[src/rtl/seq_div_8by4_pkg.sv]
// div_pkg: shared widths, FSM states and divide-by-zero constant for seq_div_8by4
package div_pkg;
    localparam int DW = 8;
    localparam int VW = 4;
    localparam logic [DW-1:0] DZ_QUOT = 8'hFF;
    typedef enum logic [1:0] {IDLE, BUSY, DONE} div_state_t;
endpackage

[src/rtl/seq_div_8by4_if.sv]
// seq_div_8by4_if: operand and result valid/ready channels of the sequential divider
interface seq_div_8by4_if #(parameter int DW = 8, parameter int VW = 4);
    logic          in_valid;
    logic          in_ready;
    logic [DW-1:0] dividend;
    logic [VW-1:0] divisor;
    logic          out_valid;
    logic          out_ready;
    logic [DW-1:0] quotient;
    logic [VW-1:0] remainder;
    logic          dz;
    logic          chk_err;
    modport master (
        output in_valid, dividend, divisor, out_ready,
        input  in_ready, out_valid, quotient, remainder, dz, chk_err
    );
    modport slave (
        input  in_valid, dividend, divisor, out_ready,
        output in_ready, out_valid, quotient, remainder, dz, chk_err
    );
endinterface

[src/rtl/seq_div_8by4_step.sv]
// div_step: one combinational restoring iteration on the shifted partial remainder
module div_step #(parameter int VW = 4) (
    input  logic [VW:0]   r_sh,
    input  logic [VW-1:0] dvs,
    output logic [VW-1:0] r_nxt,
    output logic          qbit
);
    assign qbit  = r_sh >= {1'b0, dvs};
    assign r_nxt = qbit ? VW'(r_sh - {1'b0, dvs}) : r_sh[VW-1:0];
endmodule

[src/rtl/seq_div_8by4.sv]
// seq_div_8by4: iterative unsigned restoring divider, one quotient bit per clock.
// Defining SEQ_DIV_SELFCHECK_EN adds a q*d+r==dividend result check on chk_err.
module seq_div_8by4 #(parameter int DW = 8, parameter int VW = 4) (
    input  logic           clk,
    input  logic           rst,
    seq_div_8by4_if.slave  bus
);
    import div_pkg::*;
    localparam int CW = $clog2(DW);
    div_state_t    state, state_nxt;
    logic [CW-1:0] cnt;
    logic [DW-1:0] dvd, q, q_nxt;
    logic [VW-1:0] dvs, r, r_nxt;
    logic          qbit, dz, chk_err, chk_nxt, accept, zdiv;
    assign accept = bus.in_valid && state == IDLE;
    assign zdiv   = bus.divisor == '0;
    div_step #(.VW(VW)) u_step (.r_sh({r, dvd[cnt]}), .dvs(dvs), .r_nxt(r_nxt), .qbit(qbit));
    assign q_nxt = q | (DW'(qbit) << cnt);
`ifdef SEQ_DIV_SELFCHECK_EN
    logic [DW+VW-1:0] recon;
    assign recon   = (DW+VW)'(q_nxt) * (DW+VW)'(dvs) + (DW+VW)'(r_nxt);
    assign chk_nxt = recon != (DW+VW)'(dvd) || r_nxt >= dvs;
`else
    assign chk_nxt = 1'b0;
`endif
    always_ff @(posedge clk)
        state <= rst ? IDLE : state_nxt;
    always_comb begin
        state_nxt     = state;
        bus.in_ready  = state == IDLE;
        bus.out_valid = state == DONE;
        if (accept)
            state_nxt = zdiv ? DONE : BUSY;
        else if (state == BUSY && cnt == '0)
            state_nxt = DONE;
        else if (state == DONE && bus.out_ready)
            state_nxt = IDLE;
    end
    // Results are only written on accept and in BUSY, so they hold through a DONE stall.
    always_ff @(posedge clk) begin
        if (rst) begin
            cnt     <= CW'(DW-1);
            dvd     <= '0;
            dvs     <= '0;
            q       <= '0;
            r       <= '0;
            dz      <= 1'b0;
            chk_err <= 1'b0;
        end else if (accept) begin
            cnt     <= CW'(DW-1);
            dvd     <= bus.dividend;
            dvs     <= bus.divisor;
            q       <= zdiv ? DW'(DZ_QUOT) : '0;
            r       <= zdiv ? bus.dividend[VW-1:0] : '0;
            dz      <= zdiv;
            chk_err <= 1'b0;
        end else if (state == BUSY) begin
            cnt <= cnt - 1'b1;
            q   <= q_nxt;
            r   <= r_nxt;
            if (cnt == '0)
                chk_err <= chk_nxt;
        end
    end
    assign bus.quotient  = q;
    assign bus.remainder = r;
    assign bus.dz        = dz;
    assign bus.chk_err   = chk_err;
endmodule

[src/flat_wrapper.sv]
// flat-port wrapper written by rule: the top's interface ports become plain ports
module seq_div_8by4_flat import div_pkg::*;
#(parameter int DW = 8, parameter int VW = 4)
  (clk, rst, bus_in_valid, bus_dividend, bus_divisor, bus_out_ready, bus_in_ready, bus_out_valid, bus_quotient, bus_remainder, bus_dz, bus_chk_err);
  seq_div_8by4_if #(.DW(DW), .VW(VW)) bus_i ();
  input  logic clk;
  input  logic rst;
  input wire logic [$bits(bus_i.in_valid)-1:0] bus_in_valid;
  input wire logic [$bits(bus_i.dividend)-1:0] bus_dividend;
  input wire logic [$bits(bus_i.divisor)-1:0] bus_divisor;
  input wire logic [$bits(bus_i.out_ready)-1:0] bus_out_ready;
  output wire logic [$bits(bus_i.in_ready)-1:0] bus_in_ready;
  output wire logic [$bits(bus_i.out_valid)-1:0] bus_out_valid;
  output wire logic [$bits(bus_i.quotient)-1:0] bus_quotient;
  output wire logic [$bits(bus_i.remainder)-1:0] bus_remainder;
  output wire logic [$bits(bus_i.dz)-1:0] bus_dz;
  output wire logic [$bits(bus_i.chk_err)-1:0] bus_chk_err;
  assign bus_i.in_valid = bus_in_valid;
  assign bus_i.dividend = bus_dividend;
  assign bus_i.divisor = bus_divisor;
  assign bus_i.out_ready = bus_out_ready;
  assign bus_in_ready = bus_i.in_ready;
  assign bus_out_valid = bus_i.out_valid;
  assign bus_quotient = bus_i.quotient;
  assign bus_remainder = bus_i.remainder;
  assign bus_dz = bus_i.dz;
  assign bus_chk_err = bus_i.chk_err;
  seq_div_8by4 #(.DW(DW), .VW(VW)) u_core (.clk(clk), .rst(rst), .bus(bus_i));
endmodule
[config.mk]
export PLATFORM = sky130hd
export DESIGN_NAME = seq_div_8by4_flat
export DESIGN_NICKNAME = d
export VERILOG_FILES = /design/src/rtl/seq_div_8by4_pkg.sv /design/src/rtl/seq_div_8by4_if.sv /design/src/rtl/seq_div_8by4_step.sv /design/src/rtl/seq_div_8by4.sv /design/src/flat_wrapper.sv
export SDC_FILE = /design/constraint.sdc
export NUM_CORES = 1
export LEC_CHECK = 0
export CAP_MARGIN = 15
export CORE_MARGIN = 4
export CORE_UTILIZATION = 50
export DETAILED_ROUTE_END_ITERATION = 10
export DONT_BUFFER_PORTS = 1
export SLEW_MARGIN = 20
export SYNTH_ARGS = -nofsm -noshare
export SYNTH_HDL_FRONTEND = slang
export SYNTH_SLANG_ARGS = --single-unit
[constraint.sdc]
create_clock -name clk -period 6.19 [get_ports clk]
set_clock_uncertainty 0.1 [all_clocks]
set_input_delay 0.3095 -clock clk [delete_from_list [all_inputs] [get_ports clk]]
set_output_delay 0.3095 -clock clk [all_outputs]
set_load 0.01 [all_outputs]
# == After elaboration in Yosys (flattened, before gate mapping) ==
# Cells that the tools add are included.
# totals
register_bits,30
input_bits,16
word_cells,37
# classes
bitwise,1
shift,1
n_eq_ne,2
n_lt_le_gt_ge,2
addsub,2
mux,13
reduce_logical,9
# ops
operator,n
two-way mux 8 bit,3
two-way mux 4 bit,4
two-way mux 2 bit,4
OR 8 bit,1
left shift 1 x 3 -> 8 bit,1
>= comparator 5 x 4 -> 1 bit,1
zero test 4 bit,1
less-than comparator 3 x 4 -> 1 bit (second input constant),1
subtractor 4 bit,1
binary-select mux 1 bit (select 3 bit),1
logical AND 1 bit,3
zero test 3 bit,1
nonzero test 3 bit,1
subtractor 3 x 1 -> 3 bit (second input constant),1
== test 2 x 1 -> 1 bit (second input constant),1
== test 2 bit (second input constant),1
zero test 2 bit,1
nonzero test 2 bit,1
OR reduction 2 bit,1
two-way mux 1 bit,1

# == Logic depth before layout (Yosys ltp) ==
# Gate-level depths: netlist of the first run.
# depth
word_depth,7
depth_mapped,9
mapped_depth_nobuf,9

# == Modules after synthesis ==
# From an unflattened synthesis of the first run, not the netlist that was laid out.
# unflattened
cells_unflattened,180
hier_area_um2,1541.5
# modules_own_cells
mod,cells_each,n_inst,area_per_inst_um2,seq_area_each_um2
seq_div_8by4,152,1,1317.5,600.6
div_step,28,1,224.0,0.0

# == Worst setup path before layout of the first run ==
# No wires, ideal clock.
# synth_timing
path_kind,register to register
from,register u_core.cnt[0]
to,"register u_core.r[1], in the netlist u_core.bus.remainder[1]"
setup_time_ps,95
stages_incl_launch_ff,9
arrival_ps,2223
t_required_ps,5995
setup_slack_ps,3771
period_less_slack_ps,2419
cell_sequence,dfxtp_1 > mux4_2 > mux2i_1 > ha_1 > inv_1 > fa_1 > nand3_1 > a21o_1 > a221oi_1
# synth_via
elab_chain_len,6
word_cells_on_any_way,7
# synth_lines
element,line,rtl
from (decl),seq_div_8by4.sv:11,logic [CW-1:0] cnt;
from (signal assigned),seq_div_8by4.sv:42,cnt <= CW'(DW-1);
from (signal assigned),seq_div_8by4.sv:50,cnt <= CW'(DW-1);
from (signal assigned),seq_div_8by4.sv:58,cnt <= cnt - 1'b1;
binary-select mux 1 bit (select 3 bit) (*),seq_div_8by4.sv:17,"div_step #(.VW(VW)) u_step (.r_sh({r, dvd[cnt]}), .dvs(dvs), .r_nxt(r_nxt), .qbit(qbit));"
two-way mux 1 bit (implied by the code) (*),seq_div_8by4.sv:17,
subtractor 4 bit or >= comparator 5 x 4 -> 1 bit (tied branches),"seq_div_8by4_step.sv:9, seq_div_8by4_step.sv:8",
two-way mux 4 bit (*),seq_div_8by4_step.sv:9,"assign r_nxt = qbit ? VW'(r_sh - {1'b0, dvs}) : r_sh[VW-1:0];"
two-way mux 4 bit (*),seq_div_8by4.sv:57,end else if (state == BUSY) begin
two-way mux 4 bit (*),seq_div_8by4.sv:49,end else if (accept) begin
to (signal assigned),seq_div_8by4.sv:54,r <= zdiv ? bus.dividend[VW-1:0] : '0;
to (signal assigned),seq_div_8by4.sv:60,r <= r_nxt;
to (decl),seq_div_8by4.sv:13,"logic [VW-1:0] dvs, r, r_nxt;"
# Mark *: on every way between the ends. The rest lies on a longest branch, timed or not. The select of a mux whose other input is x is not followed.
# A chain may end at the register's enable or synchronous reset.

# == Worst setup path in the final report of the first run ==
# Same ends and word-level chain as after synthesis.

==> results of run 1 <==
[placed cells by master (no fill, tap or decap), drive strengths merged]
| cell | synthesis | routed |
|---|---|---|
| a211o | 1 | 1 |
| a211oi | 1 | 1 |
| a21o | 3 | 3 |
| a21oi | 19 | 19 |
| a221oi | 1 | 1 |
| a2bb2oi | 2 | 2 |
| and2 | 2 | 2 |
| clkbuf | 3 | 5 |
| clkinv | 0 | 2 |
| clkinvlp | 0 | 1 |
| conb | 1 | 1 |
| dfxtp | 30 | 30 |
| dlygate4sd3 | 0 | 13 |
| fa | 1 | 1 |
| ha | 6 | 6 |
| inv | 11 | 11 |
| mux2i | 1 | 1 |
| mux4 | 2 | 2 |
| nand2 | 31 | 31 |
| nand2b | 3 | 3 |
| nand3 | 10 | 10 |
| nand3b | 1 | 1 |
| nor2 | 11 | 11 |
| nor2b | 3 | 3 |
| nor3 | 1 | 1 |
| nor4 | 1 | 1 |
| o21a | 1 | 1 |
| o21ai | 26 | 26 |
| o21ba | 1 | 1 |
| o21bai | 2 | 2 |
| o221ai | 1 | 1 |
| o41ai | 1 | 1 |
| or4 | 1 | 1 |
| xnor2 | 2 | 2 |
[cells by family after synthesis]
group	share of synthesized area (%)
adder cells (fa/ha/maj)	6.28
buffers and inverters	6.03
flip-flops	39.6
AO/OA/AOI/OAI	23.2
AND/OR/NAND/NOR	19.8
other	0.247
multiplexers	3.63
XOR/XNOR	1.16
[worst reg2reg max path, stage by stage (launching register included)]
cell and delay (ns):
dfxtp_1 0.46, mux4_2 0.53, mux2i_1 0.21, ha_1 0.23, inv_1 0.06, fa_1 0.49
nand3_1 0.07, a21o_1 0.16, a221oi_1 0.27
[per-stage QoR]
stage               hold slack [ns]  total power [mW]  std cells  utilization [%]  worst slack, ns
floorplan                     0.333             0.318        186                -             3.77
global placement              0.282             0.334        208             53.2             3.68
detailed placement            0.284             0.337        208             53.2             3.53
CTS                          0.0188             0.465        229             59.8             3.51
global route                 0.0352             0.493        229             59.8             3.31
finish                       0.0333             0.460        229             59.8             3.51
[where the power goes]
| group | switching, mW | total, mW | internal, mW |
|---|---|---|---|
| Combinational | 0.0625 | 0.110 | 0.0477 |
| Clock | 0.0752 | 0.119 | 0.0440 |
| Sequential | 0.0207 | 0.231 | 0.210 |
[Yosys cell counts (2+ instances only)]
library cell / number
nand2b_1: 3
nand3_1: 8
nand2_1: 31
nor2b_1: 3
o21bai_1: 2
a21oi_1: 18
xnor2_1: 2
o21ai_1: 11
nand3_2: 2
o21ai_0: 15
nor2_1: 10
a2bb2oi_1: 2
buf_2: 4
and2_1: 2
inv_1: 11
dfxtp_1: 30
ha_1: 6
clkbuf_1: 3
mux4_2: 2
a21o_1: 3
[sequential cells by signal (all words and copies together), names as in the netlist]
name and cells:
u_core.bus.quotient 8, u_core.dvs 4, u_core.dvd 8, u_core.state 2, u_core.cnt 3, u_core.bus.remainder 4
u_core.bus.dz 1
[layout make-up]
| cell class | instances | area [um2] |
|---|---|---|
| flip-flops and latches | 30 | 601 |
| clock buffers | 5 | 37.5 |
| repair buffers | 13 | 130 |
| clock inverters | 3 | 21.3 |
| fillers | 271 | 1140 |
| multi-input cells | 136 | 823 |
| inverters | 11 | 41.3 |
| well taps | 31 | 38.8 |
[worst paths after layout]
check,startpoint,end,cells after the start
setup / recovery,u_core.cnt[0]$_SDFFE_PP1P_,u_core.bus.remainder[1]$_SDFFE_PP0P_,8
hold / removal,rst,u_core.bus.dz$_SDFFE_PP0P_,2
setup reg to reg,u_core.cnt[0]$_SDFFE_PP1P_,u_core.bus.remainder[1]$_SDFFE_PP0P_,8
hold reg to reg,u_core.dvd[7]$_SDFFE_PP0P_,u_core.dvd[7]$_SDFFE_PP0P_,2
[metal layers]
layer | track usage [%] | vias to the layer above | wire length (um)
met2 | 30.7 | 41 | 1660
met1 | 23.7 | 619 | 1620
met5 | 0 | - | 0
met3 | 6.57 | 5 | 225
met4 | 7.44 | 0 | 52
li1 | - | 663 | -
[what timing repair did]
item | CTS | global route
hold buffers | 13 | 0
endpoints found under the hold margin | 19 | 0
resized for setup | 0 | 0
==> results.ini, run 1 <==
[run_status]
status = completed

[logic_synthesis]
yosysWarnings = 0
synth_seq_cells = 30
avgSynthCellArea_um2 = 8.15
synth_cell_types = 38
synth_edf_count = 0
seq_area_frac_synth_pct = 39.6
syn-cell-area_um2 = 1520
synthArstFlopShare_pct = 0
synth_top_area_share_pct = 39.6
synth_area_leaders = dfxtp_1 40%, nand2_1 7.7%, a21oi_1 5.9%
synth_cells = 186
yosysTopAreaCell = dfxtp_1
synth_nets = 209
synth_flop_cell = dfxtp_1

[timing]
finalCriticalPeriod_ns = 2.68
period_share_pct = 43.2
fin_setup_tns_ns = 0
relSlewSlack_pct = 37.0
setup_violations = 0
slew_viol_final = 0
rsz0062_at_grt = no
tightest_slew_ns = 0.945
finalHoldViolations = 0
max_freq_mhz = 374

[global_routing]
antenna_found_initial = 0
grt_max_degree = 27
grt_pass1_vias = 1266
track_usage_pct = 19.2
grt_pass1_wl_um = 5960
overflow = 0

[worst_setup_path]
critical-path-max-stage-delay_ns = 0.53
required_ns = 6.33
crit_type = register to register
worstPathMaxFanout = 5
crit_slowest_cell = mux4_2
crit_path_end_kind = register
critPathLaunchType = register
cp.arrival_ns = 2.81
cp.buffers_inverters = 1
ff2ff_setup_slack_ns = 3.51
worstPathCellList = mux4_2 -> mux2i_1 -> ha_1 -> inv_1 -> fa_1 -> nand3_1 -> a21o_1 -> a221oi_1
crit_family = multiplexers

[floorplan]
start_util_pct = 53.6
rows = 19
die_w_um = 63.1
die_y_um = 63.1
pin_count = 32
die_area_um2 = 3980
core_um2 = 2830

[finish]
drive_above_1_share_pct = 8.08
syn2layout_area_growth_pct = 11.7
final_area_um2 = 1690
n_antenna_cell = 0
nets = 220

[clocking]
clkSinkCount = 30
cts_setup_buffers = 0
cts-root-buf = clkbuf_4
worstSkewPairLatency_ns = 0.34
clk_pin_slew_ns = 0.10
cts_buffers = 5
ctsLongestPathBuffers = 2
h-tree-depth = 2
tritoncts = done

[placed_design]
gp_congestion = 0.796
dp_hpwl_um = 2440
io_buffers = 0
place_area_um2 = 1500

[detailed_routing]
first_iter_violations = 56
ant_nets = 0
vias_per_cell = 5.80
wl_per_cell_um = 15.5
dr.pass1.iters = 4
wl_um = 3550
vias = 1328
drc = 0

[min_path]
min_path_type = input pin to register

[power]
power_density_nw_per_um2 = 272
ir_drop_uv = 146
power_leakage_nw = 0.667

[job]
drv_cap = 0

No activity file was read; power rests on OpenSTA's default activity.
==> run 2, diff against run 1 <==
ABC_AREA = 1   (was default)
clock period = 2.65 ns   (was 6.19 ns; I/O delays follow)
==> results.ini, run 2 <==
[clocking]
cts-root-buf = clkbuf_4
ctsResizeCount = 0  ; unchanged
cts_buffers = 5  ; unchanged
hold_buffers = 14  ; +1
clkSinkCount = 30  ; unchanged
tritoncts = done
cts_setup_buffers = 0  ; unchanged
worstSkewPairLatency_ns = 0.34  ; about the same
h-tree-depth = 2  ; unchanged
clk_pin_slew_ns = 0.09  ; about the same
ctsLongestPathBuffers = 2  ; unchanged

[logic_synthesis]
yosysWarnings = 0  ; unchanged
synth_top_area_share_pct = 40.2  ; +0.56 points
synth_seq_cells = 30  ; unchanged
yosysTopAreaCell = dfxtp_1
syn-cell-area_um2 = 1490  ; -1.4%
seq_area_frac_synth_pct = 40.2  ; +0.56 points
synth_cell_types = 22  ; -42%
synth_area_leaders = dfxtp_1 40%, nand2_1 11%, a21oi_1 8.4%
synthArstFlopShare_pct = 0  ; unchanged
synth_flop_cell = dfxtp_1
synth_nets = 238  ; +14%
yosysMostFrequentCell = nand2_1
synth_edf_count = 0  ; unchanged
synth_cells = 215  ; +16%
avgSynthCellArea_um2 = 6.95  ; -15%
synthTopCellsByCount = 43 x nand2_1, 30 x dfxtp_1, 29 x inv_1

[worst_setup_path]
required_ns = 2.77  ; -3.56 ns
critPathLaunch = u_core.cnt[0]$_SDFFE_PP1P_
crit_slowest_cell = dfxtp_1
cp.arrival_ns = 2.26  ; -0.55 ns
crit_path_end_kind = register
critical-path-max-stage-delay_ns = 0.47  ; -0.06 ns
reg2reg_from = u_core.cnt[0]$_SDFFE_PP1P_
crit_type = register to register
cp_common_cell = nand2_1
critPathLaunchType = register
worstPathMaxFanout = 8  ; +3
worstPathCellList = inv_2 -> nand2_1 -> nand3_1 -> nand3_1 -> nand2_2 -> ha_1 -> inv_1 -> nand2_1 -> nand2_1 -> nand2_2 -> a21oi_1 -> nand2_1 -> nand3_1 -> a21oi_1

[floorplan]
pin_count = 32  ; unchanged
start_util_pct = 53.3  ; -0.30 points
die_area_um2 = 3930  ; -1.2%
core_um2 = 2810  ; -0.84%
die_w_um = 62.7  ; -0.62%
rows = 19  ; unchanged
die_y_um = 62.7  ; -0.62%

[placed_design]
io_buffers = 0  ; unchanged
gp_congestion = 0.894  ; +12%
place_area_um2 = 1510  ; +0.25%
dp_hpwl_um = 2550  ; +4.5%
place_ws_ns = 0.551  ; -2.98 ns

[finish]
n_antenna_cell = 0  ; unchanged
final_common_cell = nand2_1
drive_above_1_share_pct = 9.05  ; +0.97 points
multi_input_area_um2 = 744  ; -9.6%
final_cell_mix = 43 x nand2_1, 30 x dfxtp_1, 29 x inv_1
fillerInstances = 278  ; +2.6%
seq_area_um2 = 601  ; unchanged
syn2layout_area_growth_pct = 14.3
final_area_um2 = 1710  ; +0.89%
nets = 254  ; +15%

[detailed_routing]
vias = 1380  ; +3.9%
wl_per_cell_um = 13.2  ; -15%
drc = 0  ; unchanged
dr.pass1.iters = 4  ; unchanged
wl_um = 3470  ; -2.2%
first_iter_violations = 67  ; +20%
vias_per_cell = 5.25  ; -9.5%
ant_nets = 0  ; unchanged

[timing]
max_freq_mhz = 468  ; +25%
finalHoldViolations = 0  ; unchanged
finalCriticalPeriod_ns = 2.14  ; -0.537 ns
rsz0062_at_grt = no
slew_viol_final = 0  ; unchanged
setup_violations = 0  ; unchanged
fin_setup_tns_ns = 0  ; unchanged
fin_ws_ns = 0.511  ; -3.00 ns
period_share_pct = 80.7  ; +37 points

[global_routing]
overflow = 0  ; unchanged
grt_pass1_vias = 1287  ; +1.7%
antenna_found_initial = 0  ; unchanged
grt_max_degree = 23  ; -15%
grt_pass1_wl_um = 5910  ; -0.81%
track_usage_pct = 19.0  ; -0.24 points

[power]
power_leakage_nw = 0.800  ; +20%
power_density_nw_per_um2 = 664  ; +140%
power_mw = 1.13  ; +150%
ir_drop_uv = 334  ; +130%

[min_path]
min_path_type = input pin to register
hp-start = bus_divisor[3]

[run_status]
status = completed

[job]
drv_cap = 0  ; unchanged

==> run 2: cell count changes in the layout (fill, tap and decap cells not counted), moves of 5 or more <==
cell / change
a21oi_1: +7
o21ai_1: -11
nand2_1: +12
nand2_2: +5
nand3_1: +6
inv_1: +18
nor2_1: +13
==> run 2: metrics by stage <==
step	hold WS [ns]	instances	util (%)
floorplan	0.102	215	-
global placement	0.112	241	53.7
detailed placement	0.111	241	53.7
CTS	0.0994	263	60.9
global route	0.127	263	60.9
finish	0.0858	263	60.9
==> run 2: area by class of cell <==
type | count | area share [%]
multi-input combinational | 147 | 43.6
sequential | 30 | 35.2
timing repair buffer | 14 | 8.21
inverter | 33 | 7.25
clock buffer | 7 | 3.22
tap | 31 | 2.27
clock inverter | 1 | 0.293
==> run 2: path summary, 6_finish.rpt <==
path                                           to  cells past startpoint  slack, ns
max          u_core.bus.remainder[2]$_SDFFE_PP0P_                     14       0.51
min                  u_core.state[0]$_SDFFE_PP0P_                      4       0.09
max reg2reg  u_core.bus.remainder[2]$_SDFFE_PP0P_                     14       0.51
min reg2reg            u_core.dvs[2]$_SDFFE_PP0P_                      2       0.37
==> run 2: metal layers <==
layer,up-vias,track usage [%],routed length (um)
met2,33,30.5,1590
met1,623,22.9,1620
met3,10,7.19,181
met4,0,7.16,85
met5,-,0,0
li1,714,-,-
==> run 2: cell families (layout without fill, tap and decap cells) <==
group	Yosys count	after routing	synth area share (%)
flip-flops	30	30	40.2
AND/OR/NAND/NOR	91	91	26.5
XOR/XNOR	1	1	0.586
AO/OA/AOI/OAI	47	47	16.2
other	1	1	0.251
buffers and inverters	38	55	9.97
adder cells (fa/ha/maj)	7	7	6.37
==> run 2: power by group <==
part,total (mW),switching (mW),internal [mW],leakage [nW]
clock,0.286,0.157,0.128,0.0353
combinational,0.315,0.199,0.116,0.517
sequential,0.533,0.0412,0.492,0.248
==> run 2: critical path: cells and delay by family (launching register included) <==
kind	cells	cell delay, ns
flip-flops	1	0.47
AND/OR/NAND/NOR	9	0.65
buffers and inverters	2	0.18
AO/OA/AOI/OAI	2	0.35
adder cells (fa/ha/maj)	1	0.28
